--- src/rtl/deinterleave_pkg.sv ---
// Shared definitions for the OFDM deinterleaver: modulation codes, subcarrier
// and column constants, and the rate-to-modulation decode used by the reader.
package deinterleave_pkg;

    localparam int N_SD_LEGACY  = 48;
    localparam int N_SD_HT      = 52;
    localparam int N_COL_LEGACY = 16;
    localparam int N_COL_HT     = 13;

    typedef enum logic [2:0] {
        MOD_BPSK   = 3'd1,
        MOD_QPSK   = 3'd2,
        MOD_QAM_16 = 3'd3,
        MOD_QAM_64 = 3'd4
    } mod_t;

    typedef enum logic {
        RD_IDLE   = 1'b0,
        RD_ACTIVE = 1'b1
    } rd_state_t;

    // Per-symbol constants the address generator needs. q_step is N_SD/N_COL,
    // the subcarrier advance when stepping one interleaver column.
    typedef struct packed {
        logic [2:0] n_bpsc;
        logic [1:0] s;
        logic [8:0] n_cbps;
        logic [3:0] col_max;
        logic [2:0] q_step;
    } mod_params_t;

    // code = {rate[7], rate[3:0]}
    function automatic mod_t decode_mod(input logic [4:0] code);
        mod_t m;
        m = MOD_BPSK;
        if (code[4]) begin
            case (code[3:0])
                4'd1, 4'd2:       m = MOD_QPSK;
                4'd3, 4'd4:       m = MOD_QAM_16;
                4'd5, 4'd6, 4'd7: m = MOD_QAM_64;
                default:          m = MOD_BPSK;
            endcase
        end else begin
            case (code[3:0])
                4'b1010, 4'b1110: m = MOD_QPSK;
                4'b1001, 4'b1101: m = MOD_QAM_16;
                4'b1000, 4'b1100: m = MOD_QAM_64;
                default:          m = MOD_BPSK;
            endcase
        end
        return m;
    endfunction

    function automatic mod_params_t mod_params(input logic [4:0] code);
        mod_params_t p;
        logic        ht;
        ht        = code[4];
        p.col_max = ht ? 4'(N_COL_HT - 1) : 4'(N_COL_LEGACY - 1);
        p.q_step  = ht ? 3'(N_SD_HT / N_COL_HT) : 3'(N_SD_LEGACY / N_COL_LEGACY);
        case (decode_mod(code))
            MOD_QPSK:   begin p.n_bpsc = 3'd2; p.s = 2'd1; end
            MOD_QAM_16: begin p.n_bpsc = 3'd4; p.s = 2'd2; end
            MOD_QAM_64: begin p.n_bpsc = 3'd6; p.s = 2'd3; end
            default:    begin p.n_bpsc = 3'd1; p.s = 2'd1; end
        endcase
        p.n_cbps = 9'((ht ? N_SD_HT : N_SD_LEGACY) * int'(p.n_bpsc));
        return p;
    endfunction

endpackage

--- src/rtl/deinterleave_if.sv ---
// Data-path bundle between demodulator, deinterleaver and depuncturer.
// Strobe semantics: a word/bit transfers on every enabled clock where its strobe
// is high; there is no back-pressure, so the consumer must accept every strobe.
interface deinterleave_if;
    logic [5:0] in_bits;
    logic       input_strobe;
    logic       out_bit;
    logic       output_strobe;
    logic       out_last;

    modport master (
        output in_bits,
        output input_strobe,
        input  out_bit,
        input  output_strobe,
        input  out_last
    );

    modport slave (
        input  in_bits,
        input  input_strobe,
        output out_bit,
        output output_strobe,
        output out_last
    );
endinterface

--- src/rtl/deinterleave_addr_gen.sv ---
// Read-address generator: walks k = 0..N_CBPS-1 and emits the (subcarrier, bit)
// of deinterleaved bit j using counters only.
module deint_addr_gen
    import deinterleave_pkg::*;
(
    input  logic       clock,
    input  logic       reset,
    input  logic       enable,
    input  logic [4:0] code,
    input  logic       start,
    input  logic       run,
    output logic       valid,
    output logic [5:0] sub,
    output logic [2:0] bit_idx,
    output logic       last
);

    mod_params_t prm;

    // i = N_ROW*c + r is held as (i_q, row_r) = (i / N_BPSC, i mod N_BPSC);
    // s always divides N_BPSC, so the j-permutation never leaves subcarrier i_q.
    logic [8:0] k,       k_n;
    logic [3:0] col,     col_n;
    logic [1:0] c_mod,   c_mod_n;
    logic [2:0] row_q,   row_q_n;
    logic [2:0] row_r,   row_r_n;
    logic [1:0] row_mod, row_mod_n;
    logic [5:0] i_q,     i_q_n;
    logic [1:0] diff;

    assign prm   = mod_params(code);
    assign valid = start | run;
    assign last  = valid && (k == prm.n_cbps - 9'd1);
    assign sub   = i_q;

    always_comb begin
        diff = 2'd0;
        if (row_mod >= c_mod) diff = row_mod - c_mod;
        else                  diff = row_mod + prm.s - c_mod;
        bit_idx = row_r - {1'b0, row_mod} + {1'b0, diff};
    end

    always_comb begin
        k_n       = k;
        col_n     = col;
        c_mod_n   = c_mod;
        row_q_n   = row_q;
        row_r_n   = row_r;
        row_mod_n = row_mod;
        i_q_n     = i_q;
        if (valid) begin
            if (last) begin
                k_n       = '0;
                col_n     = '0;
                c_mod_n   = '0;
                row_q_n   = '0;
                row_r_n   = '0;
                row_mod_n = '0;
                i_q_n     = '0;
            end else begin
                k_n = k + 9'd1;
                if (col == prm.col_max) begin
                    col_n   = '0;
                    c_mod_n = '0;
                    if (row_r == prm.n_bpsc - 3'd1) begin
                        row_r_n   = '0;
                        row_mod_n = '0;
                        row_q_n   = row_q + 3'd1;
                    end else begin
                        row_r_n   = row_r + 3'd1;
                        row_mod_n = (row_mod == prm.s - 2'd1) ? 2'd0 : row_mod + 2'd1;
                    end
                    i_q_n = {3'b000, row_q_n};
                end else begin
                    col_n   = col + 4'd1;
                    c_mod_n = (c_mod == prm.s - 2'd1) ? 2'd0 : c_mod + 2'd1;
                    i_q_n   = i_q + {3'b000, prm.q_step};
                end
            end
        end
    end

    always_ff @(posedge clock or negedge reset) begin
        if (!reset) begin
            k       <= '0;
            col     <= '0;
            c_mod   <= '0;
            row_q   <= '0;
            row_r   <= '0;
            row_mod <= '0;
            i_q     <= '0;
        end else if (enable) begin
            k       <= k_n;
            col     <= col_n;
            c_mod   <= c_mod_n;
            row_q   <= row_q_n;
            row_r   <= row_r_n;
            row_mod <= row_mod_n;
            i_q     <= i_q_n;
        end
    end

endmodule

--- src/rtl/deinterleave.sv ---
// OFDM symbol deinterleaver: ping-pong buffer of 6-bit subcarrier words,
// streamed out one coded bit per clock in encoder order.
module deinterleave
    import deinterleave_pkg::*;
(
    input  logic           clock,
    input  logic           reset,
    input  logic           enable,
    input  logic [7:0]     rate,
    deinterleave_if.slave  bus,
    output logic           overflow,
    output rd_state_t      dbg_state
);

    logic [5:0] mem [0:127];

    logic       wb, rb;
    logic [5:0] wcount;
    logic [1:0] full;
    logic [4:0] bank_code [0:1];
    logic       overflow_q;

    logic [4:0] rate_code;
    logic       unused_rate_bits;
    logic       at_first, wr_block, wr_en, wr_done, sym_ht, free_rb;
    logic [5:0] sym_len;

    rd_state_t  state, state_n;
    logic       start, run;
    logic       issue, gen_last;
    logic [5:0] gen_sub;
    logic [2:0] gen_bit;

    logic [5:0] rd_word;
    logic       s1_valid, s1_last;
    logic [2:0] s1_bit;
    logic       out_bit_q, strobe_q, last_q;

    assign rate_code        = {rate[7], rate[3:0]};
    assign unused_rate_bits = ^rate[6:4];

    // Writer: the symbol length comes from the live rate on word 0 and from the
    // latched code afterwards, so mid-symbol rate changes are ignored.
    assign at_first = (wcount == 6'd0);
    assign wr_block = at_first & full[wb];
    assign wr_en    = enable & bus.input_strobe & ~wr_block;
    assign sym_ht   = at_first ? rate_code[4] : bank_code[wb][4];
    assign sym_len  = sym_ht ? 6'(N_SD_HT) : 6'(N_SD_LEGACY);
    assign wr_done  = wr_en & (wcount == sym_len - 6'd1);
    assign free_rb  = enable & issue & gen_last;

    always_ff @(posedge clock or negedge reset) begin
        if (!reset) begin
            wb           <= 1'b0;
            rb           <= 1'b0;
            wcount       <= '0;
            full         <= '0;
            bank_code[0] <= '0;
            bank_code[1] <= '0;
            overflow_q   <= 1'b0;
        end else if (enable) begin
            if (bus.input_strobe & wr_block) overflow_q <= 1'b1;
            if (wr_en) begin
                if (at_first) bank_code[wb] <= rate_code;
                if (wr_done) begin
                    wcount <= '0;
                    wb     <= ~wb;
                end else begin
                    wcount <= wcount + 6'd1;
                end
            end
            if (wr_done) full[wb] <= 1'b1;
            if (free_rb) begin
                full[rb] <= 1'b0;
                rb       <= ~rb;
            end
        end
    end

    // Reader FSM: state register / next state / outputs.
    always_ff @(posedge clock or negedge reset) begin
        if (!reset)      state <= RD_IDLE;
        else if (enable) state <= state_n;
    end

    always_comb begin
        state_n = state;
        case (state)
            RD_IDLE:   if (full[rb]) state_n = RD_ACTIVE;
            RD_ACTIVE: if (gen_last) state_n = RD_IDLE;
            default:   state_n = RD_IDLE;
        endcase
    end

    always_comb begin
        start = 1'b0;
        run   = 1'b0;
        case (state)
            RD_IDLE:   start = full[rb];
            RD_ACTIVE: run   = 1'b1;
            default:   start = 1'b0;
        endcase
    end

    deint_addr_gen u_addr_gen (
        .clock   (clock),
        .reset   (reset),
        .enable  (enable),
        .code    (bank_code[rb]),
        .start   (start),
        .run     (run),
        .valid   (issue),
        .sub     (gen_sub),
        .bit_idx (gen_bit),
        .last    (gen_last)
    );

    // Writer and reader always address different banks, so no collision case.
    always_ff @(posedge clock) begin
        if (wr_en) mem[{wb, wcount}] <= bus.in_bits;
        if (enable) rd_word <= mem[{rb, gen_sub}];
    end

    always_ff @(posedge clock or negedge reset) begin
        if (!reset) begin
            s1_valid  <= 1'b0;
            s1_last   <= 1'b0;
            s1_bit    <= '0;
            out_bit_q <= 1'b0;
            strobe_q  <= 1'b0;
            last_q    <= 1'b0;
        end else if (enable) begin
            s1_valid <= issue;
            s1_last  <= gen_last;
            s1_bit   <= gen_bit;
            strobe_q <= s1_valid;
            last_q   <= s1_valid & s1_last;
            if (s1_valid) out_bit_q <= rd_word[s1_bit];
        end
    end

    assign bus.out_bit       = out_bit_q;
    assign bus.output_strobe = strobe_q;
    assign bus.out_last      = last_q;
    assign overflow          = overflow_q;
    assign dbg_state         = state;

endmodule
--- src/flat_wrapper.sv ---
// flat-port wrapper written by rule: the top's interface ports become plain ports
module deinterleave_flat import deinterleave_pkg::*;
  (clock, reset, enable, rate, overflow, dbg_state, bus_in_bits, bus_input_strobe, bus_out_bit, bus_output_strobe, bus_out_last);
  deinterleave_if bus_i ();
  input  logic clock;
  input  logic reset;
  input  logic enable;
  input  logic [7:0] rate;
  output logic overflow;
  output rd_state_t dbg_state;
  input wire logic [$bits(bus_i.in_bits)-1:0] bus_in_bits;
  input wire logic [$bits(bus_i.input_strobe)-1:0] bus_input_strobe;
  output wire logic [$bits(bus_i.out_bit)-1:0] bus_out_bit;
  output wire logic [$bits(bus_i.output_strobe)-1:0] bus_output_strobe;
  output wire logic [$bits(bus_i.out_last)-1:0] bus_out_last;
  assign bus_i.in_bits = bus_in_bits;
  assign bus_i.input_strobe = bus_input_strobe;
  assign bus_out_bit = bus_i.out_bit;
  assign bus_output_strobe = bus_i.output_strobe;
  assign bus_out_last = bus_i.out_last;
  deinterleave u_core (.clock(clock), .reset(reset), .enable(enable), .rate(rate), .bus(bus_i), .overflow(overflow), .dbg_state(dbg_state));
endmodule
--- config.mk ---
export PLATFORM = sky130hd
export DESIGN_NAME = deinterleave_flat
export DESIGN_NICKNAME = d
export VERILOG_FILES = /design/src/rtl/deinterleave_pkg.sv /design/src/rtl/deinterleave_if.sv /design/src/rtl/deinterleave_addr_gen.sv /design/src/rtl/deinterleave.sv /design/src/flat_wrapper.sv
export SDC_FILE = /design/constraint.sdc
export NUM_CORES = 1
export LEC_CHECK = 0
export BUFFER_PORTS_ARGS = -buffer_cell sky130_fd_sc_hd__buf_2
export CORE_UTILIZATION = 60
export DETAILED_ROUTE_END_ITERATION = 6
export PLACE_DENSITY = 0.83
export SKIP_CTS_REPAIR_TIMING = 1
export SLEW_MARGIN = 20
export SYNTH_ARGS = -nofsm -noshare
export SYNTH_HDL_FRONTEND = slang
export SYNTH_SLANG_ARGS = --single-unit
--- constraint.sdc ---
create_clock -name clock -period 6.3 [get_ports clock]
set_input_delay 0.945 -clock clock [delete_from_list [all_inputs] [get_ports clock]]
set_output_delay 0.945 -clock clock [all_outputs]
set_load 0.01 [all_outputs]
==> impl_metrics.csv <==
group,metric,value,unit
detailed_routing,via_per_inst,7.01,
detailed_routing,ant_nets,0,
outcome,status,"complete, but fails checks",
critical_path,worstSetupStartpointType,"flip-flop",
sta,finalSetupViolCount,0,
die,die_w,239,um
global_route,antenna_found_initial,0,
run,cap_violations,0,
global_route,grt_max_degree,111,
critical_path,critPathMostFrequentCell,"nor2_1",
critical_path,worstPathMaxFanout,20,
place,placed_cells,2376,
cts,htreeDepth,3,
detailed_routing,routed_wl,81.3,mm
pwr,p_switching,2.96,mW
critical_path,cp-end-kind,"flip-flop",
sta,tightest_slew,1.09,ns
sta,fin_skew,0.0325,ns
global_route,grt_first_pass_wirelength,121,mm
detailed_routing,dr.pass1.iters,7,
pwr,power_frac_comb,10.4,%
pwr,clkPwrFrac,38.9,%
global_route,grt-ovfl-total,0,
sta,finalCritPeriodShare,85.6,%
die,rows,86,
synthesis,yosysSeqAreaShare,73.2,%
global_route,busiest_layer,"met2",
worst_hold_path,hold_class,"in2async",
layout,antenna_cells,0,
detailed_routing,drt-initial-drc-count,2592,
sta,rsz0062_at_grt,"false",
cts,clockBufferDepth,3,
pwr,leakagePower,11.7,nW
synthesis,synth_cell_types,74,
global_route,met3_usage,5.88,%
sta,hold_viol,0,
detailed_routing,vias,17700,
critical_path,cp_top_family,"simple AND/OR/NAND/NOR gates",
cts,clk_latency,0.64,ns
critical_path,path_class,"reg2reg",
cts,clock-root-buffer,"clkbuf_16",
pwr,power.share.sequential,50.7,%
pwr,p_sw_share,24.1,%
global_route,grtUsageTotal,29.7,%
synthesis,yosys_warnings,0,
detailed_routing,wl_per_cell,32.2,um
critical_path,crit_chain,"nor3_1 > nor2_1 > a211oi_1 > buf_4 > nor2_1 > nor2_1 > nor2_1 > fa_1 > inv_1 > ha_1 > xnor3_1 > nand3_1 > a31oi_1 > nand3_1 > a2111oi_4 > o211ai_2 > and3_1 > mux2_2",
outcome,violations,"design-rule violations",
global_route,met1_usage,41.1,%
layout,fill_cells,3170,
sta,drv_slew,0,
sta,setup-tns-final,0,ns
detailed_routing,drc,2,
sta,setup_ws,0.910,ns
pwr,power_density,329,nW/um^2
place,place_congestion,0.837,
synthesis,synth_edf_count,774,
place,post-dp-hpwl,42.8,mm
layout,area_growth,10.4,%
sta,maxSlewHeadroom,27.5,%
critical_path,path_buf_inv,2,
layout,layout.nets,1751,
pwr,peakVddDrop,228,uV
synthesis,ys.flop_type,"edfxtp_1",
die,initial_utilization,61.0,%
global_route,met2_usage,47.4,%
layout,drive_gt1_share,25.7,%
critical_path,cp_data_arrival_time,5.90,ns
critical_path,max_stage_delay,0.67,ns
die,dieArea,57200,um^2
place,place_ws,1.02,ns
cts,clkTransAtPathRegs,0.06,ns
cts,cts_made_buffers,81,
cts,clkSinkCount,833,
die,pin_count,23,
synthesis,syn_area_per_cell,20.2,um^2
synthesis,netlist_area,33800,um^2
critical_path,critPathSlowestCell,"nor3_1",
synthesis,synthCells,1668,
synthesis,ys_ff_latch,833,
die,coreArea,55300,um^2
global_route,first_global_vias,17900,
sta,max_freq,186,MHz
pwr,intPower,9.31,mW
layout,instances_no_fill,2522,
layout,final_util,67.4,%
synthesis,async_flop_share,7.08,%
critical_path,critPathRequiredTime,6.81,ns
die,chipHeight,239,um
synthesis,synth_fp_nets,1708,
cts,cts_tree,"built",
sta,fin_crit,5.39,ns
place,io_buffers,19,
-- cell families (layout without fill, tap and decap cells) --
logic type,Yosys count,in the layout,share of synthesized area [%]
AOI/OAI and AO/OA,106,106,2.30
xor gates and xnor gates,22,22,0.612
adders and majority gates,22,22,0.927
buffers and inverters,104,210,1.27
DFF,833,833,73.2
muxes,279,279,17.7
and+or+nand+nor,302,302,3.97
-- cell type report --
class,instances,area [um^2],share of cell area [%]
Sequential cell,833,24700,66.4
Inverter,22,82.6,0.222
Multi-Input combinational cell,731,8630,23.2
Tap cell,748,936,2.51
Clock buffer,102,2210,5.93
Timing Repair Buffer,42,324,0.870
Clock inverter,44,349,0.937
-- state kept, by name, summed over array words and instances (netlist names) --
name	count
u_core.wcount	6
u_core.bus.out_bit	1
u_core.rd_word	6
u_core.bank_code	10
u_core.u_addr_gen.row_q	3
u_core.s1_bit	3
u_core.s1_last	1
u_core.full	2
u_core.s1_valid	1
u_core.mem	768
u_core.bus.output_strobe	1
u_core.bus.out_last	1
u_core.u_addr_gen.c_mod	2
u_core.u_addr_gen.row_r	3
u_core.rb	1
u_core.u_addr_gen.col	4
u_core.wb	1
u_core.overflow	1
u_core.u_addr_gen.k	9
u_core.dbg_state	1
u_core.u_addr_gen.sub	6
u_core.u_addr_gen.row_mod	2
-- through the flow --
| stage | cell area, um^2 | total power [mW] | hold slack, ns |
|---|---|---|---|
| final | 37300 | 12.3 | 0.463 |
| after global routing | 37300 | 12.6 | 0.514 |
| after CTS | 37300 | 12.3 | 0.468 |
| after detailed placement | 34700 | 7.55 | 0.475 |
| after global placement | 34700 | 7.48 | 0.470 |
| after floorplan | 33800 | 7.15 | 0.454 |
-- path summary, 6_finish.rpt --
| check | cells after the start | slack [ns] | from | endpoint |
|---|---|---|---|---|
| max | 18 | 0.91 | u_core.rb | u_core.u_addr_gen.row_q[0] |
| min | 2 | 0.46 | reset | u_core.bank_code[1] |
| max reg2reg | 18 | 0.91 | u_core.rb | u_core.u_addr_gen.row_q[0] |
| min reg2reg | 1 | 0.48 | u_core.s1_last | u_core.s1_last |
| max in group asynchronous | 2 | 5.24 | reset | u_core.u_addr_gen.sub[1] |
| min in group clock | 1 | 0.48 | u_core.s1_last | u_core.s1_last |
-- cell usage in the layout (no fill, tap or decap), types with 18 or more instances in the layout --
cell and count:
a21oi_1 20, buf_4 25, clkbuf_16 85, dfrtp_1 55, edfxtp_1 774, inv_1 21, mux4_2 253, nand2_1 64
nand3_1 23, nor2_1 156, o21ai_0 23, xnor2_1 18
-- synthesized netlist by cell type, types with 9 or more instances --
cell / number / area share [%]
a21oi_1: 20 / 0.30
a31oi_1: 9 / 0.17
buf_1: 18 / 0.20
clkbuf_1: 58 / 0.64
dfrtp_1: 59 / 4.4
edfxtp_1: 774 / 69
ha_1: 17 / 0.63
inv_1: 21 / 0.23
mux2_2: 15 / 0.50
mux2i_1: 11 / 0.33
mux4_2: 253 / 17
nand2_1: 66 / 0.73
nand3_1: 24 / 0.36
nor2_1: 156 / 1.7
nor3_1: 13 / 0.19
o21ai_0: 23 / 0.34
xnor2_1: 18 / 0.47
-- metal layers --
| layer | up-vias | routed length [um] |
|---|---|---|
| met3 | 216 | 8510 |
| li1 | 6921 | - |
| met4 | 0 | 3030 |
| met2 | 1287 | 40300 |
| met1 | 9246 | 29500 |
| met5 | - | 0 |
-- power by group through the flow --
stage	logic (mW)	registers [mW]	clock network, mW
floorplan	0.878	6.27	0
CTS	1.26	6.21	4.80
detailed placement	1.23	6.31	0
global route	1.37	6.22	5.00
finish	1.27	6.22	4.78
global placement	1.18	6.31	0
No activity file was read; power rests on OpenSTA's default activity.
